===== config.mk =====
export PLATFORM = sky130hd
export DESIGN_NAME = chunked_add_sub_flat
export DESIGN_NICKNAME = d
export VERILOG_FILES = /design/src/rtl/chunked_add_sub_pkg.sv /design/src/rtl/chunked_add_sub_if.sv /design/src/rtl/chunked_add_sub_slice.sv /design/src/rtl/chunked_add_sub.sv /design/src/flat_wrapper.sv
export SDC_FILE = /design/constraint.sdc
export NUM_CORES = 1
export LEC_CHECK = 0
export ABC_AREA = 1
export BUFFER_PORTS_ARGS = -buffer_cell sky130_fd_sc_hd__buf_2
export CORE_AREA = 2 2 114 116
export CTS_BUF_LIST = sky130_fd_sc_hd__clkbuf_16
export CTS_CLUSTER_DIAMETER = 40
export DETAILED_ROUTE_END_ITERATION = 8
export DIE_AREA = 0 0 116 118
export HOLD_SLACK_MARGIN = 0.08
export PLACE_DENSITY = 0.81
export SYNTH_ARGS = -nofsm -noshare
export SYNTH_HDL_FRONTEND = slang
export SYNTH_HIERARCHICAL = 1
export SYNTH_SLANG_ARGS = --single-unit

===== constraint.sdc =====
create_clock -name clk -period 4.7 [get_ports clk]
set_input_delay 0.705 -clock clk [delete_from_list [all_inputs] [get_ports clk]]
set_output_delay 0.705 -clock clk [all_outputs]
set_load 0.01 [all_outputs]

===== src/rtl/chunked_add_sub_pkg.sv =====
// Shared types and helpers for the chunked adder/subtractor.
package chunked_add_sub_pkg;

   // Controller states: idle/accepting, chunk processing, one-cycle completion.
   typedef enum logic [1:0] {
      IDLE = 2'd0,
      RUN  = 2'd1,
      DONE = 2'd2
   } state_t;

   // Width of the chunk index; a single-chunk configuration still gets one bit.
   function automatic int idx_width(input int nchunk);
      if (nchunk <= 1) begin
         return 1;
      end
      return $clog2(nchunk);
   endfunction

endpackage


===== src/rtl/chunked_add_sub_if.sv =====
// Request/response bundle between a controller and the chunked adder/subtractor.
interface chunked_add_sub_if #(
   parameter int WIDTH = 32
);
   logic             start;
   logic             sub;
   logic [WIDTH-1:0] a;
   logic [WIDTH-1:0] b;
   logic             ready;
   logic             done;
   logic [WIDTH-1:0] result;
   logic             borrow;
   logic             overflow;

   // Controller side: issues operations, observes status and results.
   modport master (
      output start, sub, a, b,
      input  ready, done, result, borrow, overflow
   );

   // Arithmetic unit side.
   modport slave (
      input  start, sub, a, b,
      output ready, done, result, borrow, overflow
   );
endinterface


===== src/rtl/chunked_add_sub_slice.sv =====
// CHUNK-bit add/subtract cell with borrow/carry in and out; the multi-bit
// generalisation of a full-subtractor/full-adder cell.
module chunk_add_sub_slice #(
   parameter int CHUNK = 8
) (
   input  logic [CHUNK-1:0] x,
   input  logic [CHUNK-1:0] y,
   input  logic             mode,
   input  logic             bin,
   output logic [CHUNK-1:0] d,
   output logic             bout
);
   logic [CHUNK:0] wide;

   // One extra bit catches the carry (add) or the borrow (sub, result negative).
   always_comb begin
      wide = '0;
      if (mode) begin
         wide = {1'b0, x} - {1'b0, y} - {{CHUNK{1'b0}}, bin};
      end else begin
         wide = {1'b0, x} + {1'b0, y} + {{CHUNK{1'b0}}, bin};
      end
      d    = wide[CHUNK-1:0];
      bout = wide[CHUNK];
   end

endmodule


===== src/rtl/chunked_add_sub.sv =====
// Multi-cycle WIDTH-bit adder/subtractor: one CHUNK-bit slice per clock,
// least-significant chunk first, with the borrow/carry registered between
// chunks. Results are held in output registers until the next completion.
module chunked_add_sub
   import chunked_add_sub_pkg::*;
#(
   parameter int WIDTH = 32,
   parameter int CHUNK = 8
) (
   input logic              clk,
   input logic              rst,
   chunked_add_sub_if.slave bus
);
   localparam int NCHUNK = WIDTH / CHUNK;
   localparam int IDXW   = idx_width(NCHUNK);

   generate
      if (WIDTH < 2) begin : g_bad_width
         $error("chunked_add_sub: WIDTH must be at least 2");
      end
      if (CHUNK < 1) begin : g_bad_chunk
         $error("chunked_add_sub: CHUNK must be at least 1");
      end else if ((WIDTH % CHUNK) != 0) begin : g_bad_ratio
         $error("chunked_add_sub: WIDTH must be a multiple of CHUNK");
      end
   endgenerate

   state_t           state;
   state_t           state_nxt;

   logic [WIDTH-1:0] a_reg;
   logic [WIDTH-1:0] b_reg;
   logic             sub_reg;
   logic [IDXW-1:0]  idx;
   logic             bin;
   logic [WIDTH-1:0] acc;
   logic [WIDTH-1:0] acc_nxt;

   logic [WIDTH-1:0] res_reg;
   logic             brw_reg;
   logic             ovf_reg;

   logic             last;
   int               base;
   logic [CHUNK-1:0] slice_a;
   logic [CHUNK-1:0] slice_b;
   logic [CHUNK-1:0] slice_d;
   logic             slice_bout;

   // Two's-complement overflow from the operand and result sign bits.
   function automatic logic ovf_calc(input logic mode, input logic a_s,
                                     input logic b_s, input logic r_s);
      if (mode) begin
         return (a_s != b_s) && (r_s != a_s);
      end
      return (a_s == b_s) && (r_s != a_s);
   endfunction

   assign last = (int'(idx) == NCHUNK - 1);
   assign base = int'(idx) * CHUNK;

   // Select the operand chunks addressed by the current index.
   always_comb begin
      slice_a = a_reg[base +: CHUNK];
      slice_b = b_reg[base +: CHUNK];
   end

   chunk_add_sub_slice #(
      .CHUNK (CHUNK)
   ) u_slice (
      .x    (slice_a),
      .y    (slice_b),
      .mode (sub_reg),
      .bin  (bin),
      .d    (slice_d),
      .bout (slice_bout)
   );

   // Merge the freshly computed chunk into the accumulator image; on the final
   // chunk this is the complete result loaded into the output register.
   always_comb begin
      acc_nxt = acc;
      acc_nxt[base +: CHUNK] = slice_d;
   end

   // State register.
   always_ff @(posedge clk or posedge rst) begin
      if (rst) begin
         state <= IDLE;
      end else begin
         state <= state_nxt;
      end
   end

   // Next-state logic; start outside IDLE is ignored, not queued.
   always_comb begin
      state_nxt = state;
      case (state)
         IDLE:    if (bus.start) state_nxt = RUN;
         RUN:     if (last)      state_nxt = DONE;
         DONE:    state_nxt = IDLE;
         default: state_nxt = IDLE;
      endcase
   end

   // Operand capture at acceptance, then one chunk per RUN edge.
   always_ff @(posedge clk or posedge rst) begin
      if (rst) begin
         a_reg   <= '0;
         b_reg   <= '0;
         sub_reg <= 1'b0;
         idx     <= '0;
         bin     <= 1'b0;
         acc     <= '0;
      end else if (state == IDLE && bus.start) begin
         a_reg   <= bus.a;
         b_reg   <= bus.b;
         sub_reg <= bus.sub;
         idx     <= '0;
         bin     <= 1'b0;
         acc     <= '0;
      end else if (state == RUN) begin
         acc     <= acc_nxt;
         bin     <= slice_bout;
         idx     <= last ? '0 : idx + IDXW'(1);
      end
   end

   // Output registers change only on the edge that finishes the last chunk.
   always_ff @(posedge clk or posedge rst) begin
      if (rst) begin
         res_reg <= '0;
         brw_reg <= 1'b0;
         ovf_reg <= 1'b0;
      end else if (state == RUN && last) begin
         res_reg <= acc_nxt;
         brw_reg <= slice_bout;
         ovf_reg <= ovf_calc(sub_reg, a_reg[WIDTH-1], b_reg[WIDTH-1],
                             acc_nxt[WIDTH-1]);
      end
   end

   assign bus.ready    = (state == IDLE);
   assign bus.done     = (state == DONE);
   assign bus.result   = res_reg;
   assign bus.borrow   = brw_reg;
   assign bus.overflow = ovf_reg;

endmodule

===== src/flat_wrapper.sv =====
// flat-port wrapper written by rule: the top's interface ports become plain ports
module chunked_add_sub_flat import chunked_add_sub_pkg::*;
#(
   parameter int WIDTH = 32,
   parameter int CHUNK = 8
)
  (clk, rst, bus_start, bus_sub, bus_a, bus_b, bus_ready, bus_done, bus_result, bus_borrow, bus_overflow);
  chunked_add_sub_if #(.WIDTH(WIDTH)) bus_i ();
  input logic clk;
  input logic rst;
  input wire logic [$bits(bus_i.start)-1:0] bus_start;
  input wire logic [$bits(bus_i.sub)-1:0] bus_sub;
  input wire logic [$bits(bus_i.a)-1:0] bus_a;
  input wire logic [$bits(bus_i.b)-1:0] bus_b;
  output wire logic [$bits(bus_i.ready)-1:0] bus_ready;
  output wire logic [$bits(bus_i.done)-1:0] bus_done;
  output wire logic [$bits(bus_i.result)-1:0] bus_result;
  output wire logic [$bits(bus_i.borrow)-1:0] bus_borrow;
  output wire logic [$bits(bus_i.overflow)-1:0] bus_overflow;
  assign bus_i.start = bus_start;
  assign bus_i.sub = bus_sub;
  assign bus_i.a = bus_a;
  assign bus_i.b = bus_b;
  assign bus_ready = bus_i.ready;
  assign bus_done = bus_i.done;
  assign bus_result = bus_i.result;
  assign bus_borrow = bus_i.borrow;
  assign bus_overflow = bus_i.overflow;
  chunked_add_sub #(.WIDTH(WIDTH), .CHUNK(CHUNK)) u_core (.clk(clk), .rst(rst), .bus(bus_i));
endmodule

; ---- Word-level counts from Yosys, hierarchy flattened
; Cells that the tools add are included.
[word_totals]
romBits = 0
wordCells = 51
memories = 0
reg_bits = 136
latchBits = 0
ramBits = 0
in_bits = 68
[op_classes]
muxes = 16
n_mul = 0
shifts = 4
bitwise = 0
add_sub_neg = 6
reduce_logical = 7
order_cmp = 0
n_eq_ne = 8
div = 0
[ops]
columns = op, count
row1 = $mux W32, 2
row2 = $shiftx A32 B6 Y8, 2
row3 = $neg A5 Y33, 1
row4 = $shift A8 B33 Y32 const A, 1
row5 = $shiftx A8 B33 Y32, 1
row6 = $bwmux W32, 1
row7 = $mux W2, 5
row8 = $add A8 B8 Y9, 1
row9 = $add A9 B1 Y9, 1
row10 = $mux W9, 1
row11 = $sub A8 B8 Y9, 1
row12 = $sub A9 B1 Y9, 1
row13 = $mux W1, 6
row14 = $eq A2 B1 Y1 const B, 2
row15 = $logic_and A1 B1 Y1, 4
row16 = $pmux W2 S2, 1
row17 = $add A2 B1 Y2 const B, 1
row18 = $eq A2 B2 Y1 const B, 1
row19 = $logic_not A2 Y1, 1
row20 = $ne A1 B1 Y1, 2
row21 = $ne A2 B1 Y1 const B, 1
row22 = $ne A2 B2 Y1 const B, 1
row23 = $reduce_and A2 Y1, 1
row24 = $reduce_bool A2 Y1, 1
row25 = $eq A1 B1 Y1, 1

; ---- Logic depth before layout (Yosys ltp)
[logic_depth]
word_depth = 10
ltp_mapped = 22
mapped_depth_nobuf = 20

; ---- By module
; Netlist, hierarchy kept.
[by_module_without_submodules]
columns = module, n_inst, seq_area_each_um2, area_per_inst_um2, cells_per_inst
row1 = chunked_add_sub, 1, 3403.3, 6138.4, 644
row2 = chunk_add_sub_slice, 1, 0.0, 979.7, 170

; ---- Worst setup path after synthesis
; No wires, ideal clock.
[synth_timing]
kind = flip-flop to flip-flop
start = reg u_core.idx[0]
end = reg u_core.ovf_reg (netlist: u_core/bus.overflow)
period_less_slack_ps = 3116
required_ps = 4583
t_arrival_ps = 2999
stages_incl_launch_ff = 22
path_slack_ps = 1584
path_cell_list = dfrtp_1 > buf_2 > clkinv_1 > clkbuf_1 > nor2_1 > o22ai_1 > inv_1 > ha_1 > inv_1 > ha_1 > nand2_1 > nand2_1 > nand3_1 > nand3_1 > nand2_1 > nand3_1 > nand2_1 > nand3_1 > o21ai_0 > nand2_1 > nand3_1 > nand2_1
[synth_between]
elab_chain_len = 10
[synth_lines]
columns = item, line_no
row1 = from (decl), chunked_add_sub.sv:34  ; logic [IDXW-1:0] idx;
row2 = from (signal assigned), chunked_add_sub.sv:125  ; idx <= last ? '0 : idx + IDXW'(1);
row3 = $shiftx A32 B6 Y8 (*), chunked_add_sub.sv:64  ; slice_a = a_reg[base +: CHUNK];
row4 = net u_core.slice_a[4], chunked_add_sub.sv:45  ; logic [CHUNK-1:0] slice_a;
row5 = $add A8 B8 Y9 or $sub A8 B8 Y9 (tied branches), "chunked_add_sub_slice.sv:21, chunked_add_sub_slice.sv:19"
row6 = $add A9 B1 Y9 or $sub A9 B1 Y9 (tied branches), "chunked_add_sub_slice.sv:21, chunked_add_sub_slice.sv:19"
row7 = $mux W9 (*), chunked_add_sub_slice.sv:18  ; if (mode) begin
row8 = net u_core.slice_d[7], chunked_add_sub.sv:47  ; logic [CHUNK-1:0] slice_d;
row9 = $shiftx A8 B33 Y32 (*), chunked_add_sub.sv:83  ; acc_nxt[base +: CHUNK] = slice_d;
row10 = $bwmux W32 (*), chunked_add_sub.sv:83
row11 = $ne A1 B1 Y1 (*), "chunked_add_sub.sv:54, chunked_add_sub.sv:56"
row12 = $logic_and A1 B1 Y1, chunked_add_sub.sv:54  ; return (a_s != b_s) && (r_s != a_s);
row13 = $mux W1, chunked_add_sub.sv:53  ; if (mode) begin
row14 = $mux W1 (*), chunked_add_sub.sv:56  ; return (a_s == b_s) && (r_s != a_s);
row15 = to (signal assigned), chunked_add_sub.sv:138  ; ovf_reg <= ovf_calc(sub_reg, a_reg[WIDTH-1], b_reg[WIDTH-1],
row16 = to (decl), chunked_add_sub.sv:41  ; logic ovf_reg;
; The timed path passes the listed nets; every way through them passes the cells marked *. The select of a mux whose other input is x is not followed.
; A chain may end at the register's enable or synchronous reset.

; ---- Final worst setup path
[layout_timing]
start = reg u_core.idx[0]
end = reg u_core.acc[26]
[layout_between]
elab_chain_len = 8
[layout_lines]
columns = item, line_no
row1 = $shiftx A32 B6 Y8 (*), chunked_add_sub.sv:65  ; slice_b = b_reg[base +: CHUNK];
row2 = net u_core.slice_b[0], chunked_add_sub.sv:46  ; logic [CHUNK-1:0] slice_b;
row3 = $add A8 B8 Y9 or $sub A8 B8 Y9 (tied branches), "chunked_add_sub_slice.sv:21, chunked_add_sub_slice.sv:19"
row4 = $add A9 B1 Y9 or $sub A9 B1 Y9 (tied branches), "chunked_add_sub_slice.sv:21, chunked_add_sub_slice.sv:19"
row5 = $mux W9 (*), chunked_add_sub_slice.sv:18
row6 = net u_core.slice_d[2], chunked_add_sub.sv:47
row7 = $shiftx A8 B33 Y32 (*), chunked_add_sub.sv:83
row8 = $bwmux W32 (*), chunked_add_sub.sv:83
row9 = $mux W32 (*), chunked_add_sub.sv:122  ; end else if (state == RUN) begin
row10 = $mux W32 (*), chunked_add_sub.sv:115  ; end else if (state == IDLE && bus.start) begin
row11 = to (signal assigned), chunked_add_sub.sv:123  ; acc <= acc_nxt;
row12 = to (decl), chunked_add_sub.sv:36  ; logic [WIDTH-1:0] acc;
; Marked as above.

==> impl_metrics.py <==
metrics = {
    "setup_path": {
        "critPathLaunchType": "register",
        "cp_cell_sequence": "clkinv_1 -> buf_4 -> o21ai_0 -> o22ai_1 -> fa_1 -> fa_1 -> nand2_1 -> o21ai_0 -> xor2_1 -> nand3_1 -> o22ai_1 -> nand2_1 -> o21ai_0",
        "required_ns": 5.03,
        "criticalPathCategory": "reg -> reg",
        "max_stage_delay_ns": 0.48,
        "arrival_ns": 4.02,
        "path_common_cell": "o21ai_0",
        "worstPathMaxFanout": 22,
        "cp-end-kind": "register",
        "critPathSlowestCell": "fa_1",
    },
    "timing": {
        "setup_viol": 0,
        "tns_ns": 0,
        "fin_skew_ns": 0.004568,
        "hold_slack_ns": 0.4314,
        "fmax_mhz": 270.9,
        "rsz0062_at_grt": "no",
        "slew_headroom_pct": 27.14,
        "layout_min_cycle_time_ns": 3.691,
        "hold_viol": 0,
        "post-route-period-util_pct": 78.53,
        "drv_slew": 0,
        "worst_pin_slew_ns": 1.092,
    },
    "flow_run": {
        "cap_violations": 0,
    },
    "clock_tree": {
        "cts.clk_slew.worst_paths_ns": 0.06,
        "htreeDepth": 4,
        "cts_sinks": 136,
        "cts_resized": 0,
        "clk_latency_ns": 0.42,
        "clock_path_buffers": 2,
        "numCtsBuffers": 17,
        "ctsHoldBuffers": 0,
        "postCtsSetupBuffers": 0,
        "cts_tree": "done",
        "cts_root_buf": "clkbuf_16",
    },
    "floorplan": {
        "die-area_sq_um": 13690,
        "die-height_microns": 118,
        "die_w_microns": 116,
        "core_area_sq_um": 12410,
        "io_pins": 104,
        "core.rowCount": 41,
        "start_util_pct": 57.34,
    },
    "global_routing": {
        "grt_pass1_vias": 5690,
        "track_usage_pct": 26.00,
        "antenna_found_initial": 1,
        "grt_pass1_wl_mm": 27.81,
        "grt_max_degree": 137,
        "grt_overflow": 0,
    },
    "final_layout": {
        "drive_above_1_share_pct": 22.84,
        "fin_cells": 1096,
        "area_delta_synth_final_pct": 17.79,
        "antennaDiodeCount": 0,
        "nets": 1011,
    },
    "placement": {
        "gp_congestion": 0.9689,
        "placedCellCount": 1065,
        "hpwl_mm": 11.63,
        "place.port_buffers": 103,
    },
    "yosys": {
        "avgSynthCellArea_sq_um": 8.745,
        "synth.net_count": 913,
        "synth_top_area_share_pct": 47.81,
        "netlist_area_sq_um": 7118,
        "synth_cell_types": 28,
        "yosys-top-cells-area": "dfrtp_1, nand2_1, mux2_2, ha_1, o21ai_0",
        "syn_inst": 814,
        "ys_seq_area_share_pct": 47.81,
        "ys_ff_latch": 136,
        "synth_warnings": 6,
        "yosysTopAreaCell": "dfrtp_1",
    },
    "drt": {
        "vias": 5850,
        "wl_mm": 16.93,
        "via_per_inst": 5.338,
        "drt_pass1_iterations": 6,
        "drtIter0Drc": 494,
        "drc": 0,
        "ant_nets": 0,
        "detail_route.wl_per_cell_microns": 15.44,
    },
    "run_status": {
        "outcome": "complete, no violations",
    },
    "worst_hold_path": {
        "hold_path.class": "in -> async",
    },
}
==> layout make-up <==
type,count,area [sq um]
fill,1004,4030
sequential,136,3403
multi-input combinational,562,3231
timing repair buffer,111,588.1
clock buffer,17,425.4
inverter,84,317.8
tap,172,215.2
clock inverter,14,203.9
==> cell usage in the layout, fill, tap and decap left out, drive strengths merged <==
cell and count:
ha 27, a21oi 10, fa 4, clkinv 11, o22ai 32, buf 111, or2 1, inv 82
nand4 3, nand2 270, and2 1, mux2 63, nand3 32, xnor2 1, nor2 47, o21ai 66
bufinv 5, xor2 4, dfrtp 136, nand3b 1, clkbuf 17
==> worst paths after layout <==
path                       cells past startpoint  slack, ns                                end                         startpoint
max                                           13       1.01         u_core/acc[26]$_DFFE_PP0P_          u_core/idx[0]$_DFFE_PP0P_
min                                            3       0.43  u_core/bus.result[20]$_DFFE_PP0P_                                rst
max reg2reg                                   13       1.01         u_core/acc[26]$_DFFE_PP0P_          u_core/idx[0]$_DFFE_PP0P_
min reg2reg                                    2       0.47  u_core/bus.result[21]$_DFFE_PP0P_  u_core/bus.result[21]$_DFFE_PP0P_
max in group asynchronous                      3       3.69       u_core/b_reg[27]$_DFFE_PP0P_                                rst
min in group clk                               2       0.47  u_core/bus.result[21]$_DFFE_PP0P_  u_core/bus.result[21]$_DFFE_PP0P_
==> metal layers <==
metal	global-route usage, %	part of all wire [%]
met5	0	0
met2	40.83	47
met1	35.34	44
met3	5.664	6.8
met4	9.821	1.9
==> cells by family (layout without fill, tap and decap cells) <==
kind of cell | after synthesis | count (layout) | share of synthesized area [%]
xor gates and xnor gates | 5 | 5 | 0.6152
and+or+nand+nor | 355 | 355 | 19.83
buffers and inverters | 116 | 226 | 6.803
DFF | 136 | 136 | 47.81
muxes | 63 | 63 | 10.76
AOI/OAI and AO/OA | 108 | 108 | 8.314
adders and majority gates | 31 | 31 | 5.871
==> synth_stat cells, drive strengths merged <==
cell type	instances
or2	1
nand2	270
xor2	4
o22ai	32
inv	81
nand3	32
xnor2	1
buf	22
nand3b	1
ha	27
and2	1
clkbuf	10
clkinv	3
o21ai	66
a21oi	10
mux2	63
nor2	47
nand4	3
fa	4
dfrtp	136
==> metrics by stage <==
stage | setup slack, ns | utilization (%) | cell area [sq um]
final | 1.009 | 67.54 | 8384
after global routing | 0.6666 | 67.54 | 8384
after CTS | 1.045 | 67.54 | 8384
after detailed placement | 1.126 | 62.47 | 7755
after global placement | 1.197 | 62.47 | 7755
after floorplan | 0.3555 | - | 7118
==> critical path: cells and delay by family (launching register included) <==
kind	cells	cell delay, ns
buffers and inverters	2	0.84
flip-flops	1	0.34
AO/OA/AOI/OAI	5	0.80
adder cells (fa/ha/maj)	2	0.87
XOR/XNOR	1	0.41
AND/OR/NAND/NOR	3	0.34
Power is not shown: default switching activity piles up to over one toggle a cycle in this logic, so the estimate is an artifact.
